<file path="src/rtl/z80_io_ctrl.sv">
// z80_io_ctrl: Z80 I/O decode (border write, keyboard read), per-frame
// maskable interrupt pulse generator and FLASH phase divider.
module z80_io_ctrl #(
    parameter int INT_LEN   = 3200,
    parameter int FLASH_DIV = 16
) (
    input  logic        clk,
    input  logic        reset,
    input  logic [15:0] cpu_a,
    input  logic [7:0]  cpu_d,
    input  logic        n_iorq,
    input  logic        n_rd,
    input  logic        n_wr,
    input  logic        n_m1,
    input  logic        frame_start,
    input  logic [39:0] kbd_rows,
    output logic [7:0]  io_dout,
    output logic        io_oe,
    output logic [2:0]  border,
    output logic        n_int,
    output logic        flash
);

    typedef enum logic {IDLE, ACTIVE} state_t;

    // strobe vector order: {m1, wr, rd, iorq}
    logic [3:0]  sync1, sync2;
    logic        s_iorq, s_rd, s_wr, s_m1;
    logic [1:0]  settle;
    logic        wr_cond, wr_cond_q, wr_evt, rd_act, inta;
    logic [4:0]  k;
    state_t      state;
    logic [15:0] cnt;
    logic [7:0]  fcnt;

    assign s_iorq = sync2[0];
    assign s_rd   = sync2[1];
    assign s_wr   = sync2[2];
    assign s_m1   = sync2[3];

    assign wr_cond = ~s_iorq & ~s_wr & s_m1;
    assign wr_evt  = wr_cond & ~wr_cond_q;
    assign rd_act  = ~s_iorq & ~s_rd & s_m1 & ~cpu_a[0];
    assign inta    = ~s_m1 & ~s_iorq;

    // two-flop synchronizers for the bus strobes, preset inactive
    always_ff @(posedge clk) begin
        if (reset) begin
            sync1 <= 4'hF;
            sync2 <= 4'hF;
        end else begin
            sync1 <= {n_m1, n_wr, n_rd, n_iorq};
            sync2 <= sync1;
        end
    end

    // write edge flop; held high until the sync chain reflects the real bus,
    // so a write strobe held low across reset must rise and fall to count
    always_ff @(posedge clk) begin
        if (reset) begin
            settle    <= 2'b00;
            wr_cond_q <= 1'b1;
        end else begin
            settle    <= {settle[0], 1'b1};
            wr_cond_q <= settle[1] ? wr_cond : 1'b1;
        end
    end

    // keyboard: AND of all half-rows whose address line A[8+i] is low
    always_comb begin
        k = 5'b11111;
        for (int i = 0; i < 8; i++) begin
            if (!cpu_a[8+i]) k = k & kbd_rows[5*i +: 5];
        end
    end

    // border register and registered read path
    always_ff @(posedge clk) begin
        if (reset) begin
            border  <= 3'd0;
            io_oe   <= 1'b0;
            io_dout <= 8'hFF;
        end else begin
            if (wr_evt && !cpu_a[0]) border <= cpu_d[2:0];
            io_oe   <= rd_act;
            io_dout <= rd_act ? {3'b111, k} : 8'hFF;
        end
    end

    // interrupt pulse FSM: timed nINT, cut short by acknowledge
    always_ff @(posedge clk) begin
        if (reset) begin
            state <= IDLE;
            cnt   <= 16'd0;
            n_int <= 1'b1;
        end else begin
            case (state)
                IDLE: begin
                    if (frame_start) begin
                        state <= ACTIVE;
                        cnt   <= 16'(INT_LEN - 1);
                        n_int <= 1'b0;
                    end
                end
                ACTIVE: begin
                    if (cnt == 16'd0 || inta) begin
                        state <= IDLE;
                        n_int <= 1'b1;
                    end else begin
                        cnt <= cnt - 16'd1;
                    end
                end
                default: begin
                    state <= IDLE;
                    n_int <= 1'b1;
                end
            endcase
        end
    end

    // frame counter dividing frame_start into the FLASH phase
    always_ff @(posedge clk) begin
        if (reset) begin
            fcnt  <= 8'd0;
            flash <= 1'b0;
        end else if (frame_start) begin
            if (fcnt == 8'(FLASH_DIV - 1)) begin
                fcnt  <= 8'd0;
                flash <= ~flash;
            end else begin
                fcnt <= fcnt + 8'd1;
            end
        end
    end

endmodule

</file>
<file path="config.mk">
export PLATFORM = sky130hd
export DESIGN_NAME = z80_io_ctrl
export DESIGN_NICKNAME = d
export VERILOG_FILES = /design/src/rtl/z80_io_ctrl.sv
export SDC_FILE = /design/constraint.sdc
export NUM_CORES = 1
export LEC_CHECK = 0
export CELL_PAD_IN_SITES_DETAIL_PLACEMENT = 0
export CELL_PAD_IN_SITES_GLOBAL_PLACEMENT = 1
export CORE_ASPECT_RATIO = 0.7
export CORE_MARGIN = 3
export CORE_UTILIZATION = 31
export DETAILED_ROUTE_END_ITERATION = 7
export GPL_TIMING_DRIVEN = 0
export PLACE_DENSITY_LB_ADDON = 0.15
export SLEW_MARGIN = 20
export SYNTH_ARGS = -nofsm -noshare
export SYNTH_HDL_FRONTEND = slang
export SYNTH_SLANG_ARGS = --single-unit
</file>
<file path="constraint.sdc">
create_clock -name clk -period 2.4 [get_ports clk]
set_clock_uncertainty 0.15 [all_clocks]
set_input_delay 0.24 -clock clk [delete_from_list [all_inputs] [get_ports clk]]
set_output_delay 0.24 -clock clk [all_outputs]
set_load 0.01 [all_outputs]
</file>
# == Word level (Yosys, flattened, before mapping) ==
# Index checks and enable logic that the tools add are counted.
# totals
word_cells,72
register_bits,50
inputBits,71
output_inout_bits,14
# classes
eq_ne,4
n_bitwise,24
reduce_logical,9
mux,19
add_sub_neg,2
# op_table
op,count
$mux W5,8
$and A5 B5 Y5,7
$mux W16,2
$pmux W16 S2,1
$logic_not A16 Y1,1
$sub A16 B1 Y16 const B,1
$not A1 Y1,10
$add A8 B1 Y8 const B,1
$eq A8 B4 Y1 const B,1
$mux W8,1
$and A1 B1 Y1,7
$reduce_and A2 Y1,3
$mux W1,5
$ne A2 B2 Y1 const B,2
$pmux W1 S2,2
$reduce_or A2 Y1,2
$ne A2 B1 Y1 const B,1
$logic_and A1 B1 Y1,1
$logic_not A1 Y1,1
$logic_or A1 B1 Y1,1

# == Logic depth before layout (Yosys ltp) ==
# Gate-level depths: netlist (run 1).
# depth
word_depth,15
depth_mapped,6

# == Worst setup path after synthesis (run 1) ==
# No wires, ideal clock.
# synth_timing
path_kind,flip-flop to flip-flop
startpoint,register cnt[0]
endpoint,register cnt[14]
synth_period_minus_slack_ns,1.897
stages_incl_launch_ff,7
t_arrival_ns,1.677
slack_ns,0.503
setup_ns,0.071
required_time_ns,2.179
cell_sequence,dfxtp_1 > inv_1 > ha_1 > nor3b_2 > nand2_1 > or4_1 > a21oi_1
# synth_between
elab_chain_len,4
# synth_rtl
element,line,source
"start, declared",33,logic [15:0] cnt;
"start signal, assigned",101,cnt <= 16'(INT_LEN - 1);
"start signal, assigned",110,cnt <= cnt - 16'd1;
"parallel branches: the longest is 4 deep, another holds $sub A16 B1 Y16",--,
# Several ways; the timed one is not identified. The select of a mux whose other input is x is not followed.
# A chain may end at the register's enable or synchronous reset.

# == Final worst setup path (run 1) ==
# Same ends and word-level chain as after synthesis.

==> impl_metrics.tcl, run 1 <==
set metrics [dict create \
    num_rows 24 \
    cts_hold_buf 0 \
    drtPass1Iterations 4 \
    crit_path_end_kind "flop" \
    nets 376 \
    dieArea_sq_um 7920 \
    use_met3_pct 4.23 \
    avgSynthCellArea_sq_um 9.42 \
    drc_errors 0 \
    peakVddDrop_v 0.000278 \
    synth_top_family_by_area "simple AND/OR/NAND/NOR gates" \
    cp.required_ps 2470 \
    grt-ovfl-total 0 \
    place_hpwl_um 4880 \
    num_antenna_cells 0 \
    vias_per_cell 5.03 \
    maxCapViolations 0 \
    placed_area_sq_um 2930 \
    synth_top_area_cell "dfxtp_1" \
    clkLatencyLatePin_ps 300 \
    synthAdderAreaFrac_pct 1.18 \
    grt_max_degree 15 \
    portBuffers 68 \
    initial_core_util_pct 33.1 \
    ant_nets 0 \
    final_max_slew_viol_count 0 \
    final_core_util_pct 47.8 \
    drt_iter0_markers 106 \
    yosysTopAreaCellShare_pct 44.2 \
    start_kind "flop" \
    cts_buffer_depth 2 \
    ios 85 \
    period_needed_ps 2250 \
    fin_area_sq_um 3070 \
    setup_viol 0 \
    syn_area_sq_um 2130 \
    cts_tree "done" \
    cp.arrival_ps 2330 \
    dr_total_vias 1988 \
    setup_tns_ps 0 \
    grt_pass1_vias 1931 \
    layout-drive-gt1-share_pct 8.88 \
    area_growth_pct 44.2 \
    antenna_found_initial 0 \
    globalRouteMet2Util_pct 23.5 \
    layout_setup_ws_ps 148 \
    muxShareOfSynthArea_pct 3.35 \
    synth_edf_count 0 \
    synthTopCellsByArea "dfxtp_1, o22ai_1, nor2_1, mux2i_1, a211oi_1" \
    gr-max-usage-layer "met2" \
    tightest_slew_ps 1120 \
    crit_path_max_incr_delay_ps 510 \
    outcome "finished clean" \
    wl_per_cell_um 16.1 \
    final_hold_viol_count 0 \
    cts_made_buffers 5 \
    ys.flop_type "dfxtp_1" \
    synth_compound_area_share_pct 21.9 \
    grt_setup_unrepaired "no" \
    seq_area_frac_synth_pct 44.2 \
    grt_usage_pct 15.7 \
    synth-simple-area-share_pct 22.7 \
    ys_warn_count 0 \
    design.core.area_sq_um 6430 \
    met1_usage_pct 23.4 \
    synth-xor-area-share_pct 3.29 \
    async_flop_share_pct 0 \
    fp.dieW_um 105 \
    cts_root_buffer "clkbuf_8" \
    synth_cell_type_count 52 \
    cts_sinks 47 \
    die_h_um 75.3 \
    max-slew-margin-rel_pct 24.9 \
    fillers 652 \
    gp_congestion 0.770 \
    period_share_pct 93.8 \
    critical_path.max_fanout 7 \
    p_leak_nw 1.09 \
    slowest_stage "or4_1" \
    routed_wl_um 6350 \
    hp-class "primary input to flop" \
    worst-setup-path-type "flop to flop" \
    synth_seq_cells 47 \
    path_cells "inv_1, ha_1, nor3b_4, nand2_1, or4_1, a21oi_1" \
    grt_pass1_wl_um 9770 \
    postSynthCellCount 226 \
    totalPowerFinal_mw 1.92 \
    cts_max_level 2 \
    cts.clk_slew.worst_paths_ps 90 \
    pre_cts_ws_ps 52.4 \
    powerDensity_nw_per_um2 625 \
    fmax_mhz 444 \
]
[through the flow]
stage | cells | hold WS, ps
2_1_floorplan | 228 | 194
3_3_place_gp | 387 | 238
3_5_place_dp | 387 | 230
4_1_cts | 395 | 139
5_1_grt | 395 | 160
6_report | 395 | 154
[placed cells by master (no fill, tap or decap), types with 5 or more instances in the layout]
| cell type | Yosys | final |
|---|---|---|
| nand2_1 | 10 | 10 |
| a21oi_1 | 5 | 5 |
| nor4_1 | 5 | 5 |
| nand3_1 | 5 | 5 |
| clkdlybuf4s50_1 | 0 | 68 |
| mux2i_1 | 6 | 6 |
| a311oi_1 | 5 | 5 |
| o41ai_1 | 6 | 6 |
| o22ai_1 | 20 | 20 |
| nor3_1 | 5 | 5 |
| nor2_1 | 22 | 22 |
| clkbuf_8 | 0 | 5 |
| clkbuf_1 | 5 | 6 |
| dfxtp_1 | 47 | 47 |
| or2_2 | 8 | 8 |
| a211oi_1 | 8 | 8 |
[cell usage after synthesis (4+ instances only)]
master and instances:
or2_2 8, dfxtp_1 47, o22ai_1 20, nor2_1 22, nand2_1 10, xnor2_1 4
inv_1 4, buf_4 4, nor3_1 5, nand3_1 5, o41ai_1 6, mux2i_1 6
a21oi_1 5, nand2b_1 4, nor4_1 5, clkbuf_1 5, a311oi_1 5, a211oi_1 8
xor2_1 4
[worst paths after layout]
check,startpoint,slack (ps),depth (start not counted),to
hold / removal,frame_start,150,3,fcnt[0]
setup / recovery,cnt[0],150,6,cnt[14]
setup reg to reg,cnt[0],150,6,cnt[14]
hold reg to reg,settle[1],260,1,wr_cond_q
[timing repair]
| action | CTS | global route |
|---|---|---|
| gates resized for setup | 0 | 1 |
| endpoints found under the setup margin | 0 | 3 |
| buffers inserted | 0 | 0 |
[critical path, delay by kind of cell (launching register included)]
family	cells	cell delay, ps
simple gates	3	1120
flops	1	330
fa+ha+maj	1	300
compound gates	1	160
buf+inv	1	120
[state kept, by name (all words and copies together), names as in the netlist]
signal	flops
cnt	16
fcnt	8
wr_cond_q	1
io_dout	5
n_int	1
state	1
sync2	4
io_oe	1
flash	1
settle	2
sync1	4
border	3
[power by group]
part	internal, mW	switching (mW)	total [mW]
clock network	0.416	0.269	0.686
registers	0.817	0.0423	0.859
logic	0.196	0.179	0.374
[cell families (layout without fill, tap and decap cells)]
kind of cell / after synthesis / after routing
muxes: 7 / 7
DFF: 47 / 47
and+or+nand+nor: 83 / 83
xor gates and xnor gates: 8 / 8
buffers and inverters: 14 / 90
adders and majority gates: 2 / 2
AOI/OAI and AO/OA: 64 / 64
other: 1 / 3
[per-layer routing]
| metal | routed length, um | share of wire, % |
|---|---|---|
| met2 | 2780 | 44 |
| met5 | 0 | 0 |
| met3 | 298 | 4.7 |
| met1 | 3240 | 51 |
| met4 | 29 | 0.46 |
[final cells by class]
class	count	area, sq um	area share [%]
buffer	10	53.8	1.75
clock buffer	6	72.6	2.36
clock inverter	2	60.1	1.96
inverter	4	15.0	0.489
multi-input combinational	167	1130	36.9
sequential	47	941	30.6
tap	91	114	3.71
timing repair buffer	68	681	22.2
Note: power is estimated with default switching activity, not from simulation.
==> run 2, diff against run 1 <==
--- a/config.mk
+++ b/config.mk
@@ -12,7 +12,7 @@
 export CORE_UTILIZATION = 31
 export DETAILED_ROUTE_END_ITERATION = 7
 export GPL_TIMING_DRIVEN = 0
-export PLACE_DENSITY_LB_ADDON = 0.15
+export PLACE_DENSITY_LB_ADDON = 0.08
 export SLEW_MARGIN = 20
 export SYNTH_ARGS = -nofsm -noshare
 export SYNTH_HDL_FRONTEND = slang
==> run 2 against run 1 <==
Sequential share of layout area rose by 0.088 points. Register-to-register slack worse by 20 ps. Sequential power barely moved.
==> impl_metrics.tcl, run 2 (synthesized netlist as in run 1, its figures left out) <==
set metrics [dict create \
    dieArea_sq_um 7920 \
    period_share_pct 94.5 \
    min-delay-start "frame_start" \
    cts_max_level 2 \
    final_max_slew_viol_count 0 \
    drt_iter0_markers 67 \
    final_cell_mix "clkdlybuf4s50_1, dfxtp_1, nor2_1" \
    postCtsSetupBuffers 0 \
    top_register "cnt" \
    critical-path-top-delay-family "simple AND/OR/NAND/NOR gates" \
    place_hpwl_um 4860 \
    cts_hold_buf 0 \
    cts_buffer_depth 2 \
    dr_wl_met3_um 277 \
    cts_root_buffer "clkbuf_8" \
    cts_resized 0 \
    layout-drive-gt1-share_pct 9.54 \
    final_common_cell "clkdlybuf4s50_1" \
    largest_reg_flops 16 \
    cp.required_ps 2480 \
    reg_top3 "cnt (16), fcnt (8), io_dout (5)" \
    hold-worst-slack_ps 142 \
    whs_path_depth 3 \
    fmax_mhz 441 \
    top_layer_used "met4" \
    area_growth_pct 43.8 \
    r2r-end "cnt[12]" \
    dr_total_vias 2027 \
    setup_viol 0 \
    cts_sinks 47 \
    grt_pass1_wl_um 9630 \
    r2r_slack_ps 130 \
    max-slew-margin-rel_pct 26.8 \
    portBuffers 68 \
    wl_per_cell_um 16.2 \
    wl_met1_um 3340 \
    crit_path_max_incr_delay_ps 510 \
    period_needed_ps 2270 \
    dr_wl_met2_um 2740 \
    path_cells "inv_1, ha_1, nor3b_4, nand2_1, or4_1, a21oi_1" \
    nets 376 \
    hold_end "fcnt[0]" \
    cp_num_buf_inv 1 \
    slowest_stage "or4_1" \
    p_leak_nw 1.09 \
    num_rows 24 \
    r2r-start "cnt[0]" \
    grt_max_degree 15 \
    tightest_slew_ps 1090 \
    outcome "finished clean" \
    antenna_found_initial 0 \
    die_h_um 75.3 \
    hp-class "primary input to flop" \
    grt-ovfl-total 0 \
    gp_congestion 0.765 \
    worst-setup-path-type "flop to flop" \
    routed_wl_um 6400 \
    drc_errors 0 \
    grt_setup_unrepaired "no" \
    ant_nets 0 \
    worst_r2r_path_depth 6 \
    initial_core_util_pct 33.1 \
    ios 85 \
    grt_pass1_vias 1851 \
    cts_tree "done" \
    start_kind "flop" \
    cts_made_buffers 5 \
    drtPass1Iterations 4 \
    critical_path.max_fanout 7 \
    final_hold_viol_count 0 \
    cp.arrival_ps 2350 \
    fp.dieW_um 105 \
    powerDensity_nw_per_um2 605 \
    peakVddDrop_v 0.000273 \
    maxCapViolations 0 \
    clkLatencyLatePin_ps 300 \
    num_antenna_cells 0 \
    grt_usage_pct 15.6 \
    crit_path_end_kind "flop" \
    design.core.area_sq_um 6430 \
    setup_tns_ps 0 \
    cts.clk_slew.worst_paths_ps 90 \
    vias_per_cell 5.13 \
]
## run 2: routing by layer
metal | vias up | global-route usage [%]
met5 | - | 0
met4 | 0 | 4.22
met3 | 4 | 3.13
met2 | 48 | 21.1
met1 | 953 | 24.8
li1 | 1022 | -
## run 2: worst max-delay path by stage
stage | from | cells after the start | endpoint
floorplan | cnt[0] | 6 | cnt[14]
global placement | reset | 3 | io_dout[0]
detailed placement | reset | 3 | io_dout[2]
CTS | cnt[0] | 6 | cnt[12]
global route | cnt[1] | 6 | cnt[14]
finish | cnt[0] | 6 | cnt[12]
## run 2: cell type report
type	count	area, sq um
Buffer	10	53.8
Clock buffer	6	82.6
Clock inverter	2	35.0
Fill cell	638	3360
Inverter	4	15.0
Multi-Input combinational cell	167	1140
Sequential cell	47	941
Tap cell	91	114
Timing Repair Buffer	68	681
## run 2: report_power, final
group          internal, mW  switching (mW)  leakage, nW  total [mW]
clock network         0.338           0.280       0.0612       0.618
logic                 0.196           0.178        0.642       0.374
registers             0.817          0.0424        0.385       0.859
## run 2: worst register-to-register path: stages, from the launching register on
cell	delay, ps
dfxtp_1	340
inv_1	110
ha_1	290
nor3b_4	370
nand2_1	260
or4_1	520
a21oi_1	160
## run 2: through the flow
step / util, % / cell area, sq um / cells / worst slack [ps] / total power [mW]
final: 47.6 / 3060 / 395 / 131 / 1.85
after detailed placement: 45.6 / 2930 / 387 / -5.74 / 1.24
after global placement: 45.6 / 2930 / 387 / -56.1 / 1.24
after floorplan: - / 2140 / 228 / 503 / 1.07
after global routing: 47.6 / 3060 / 395 / 9.00 / 1.95
after CTS: 47.4 / 3050 / 395 / 63.8 / 1.87
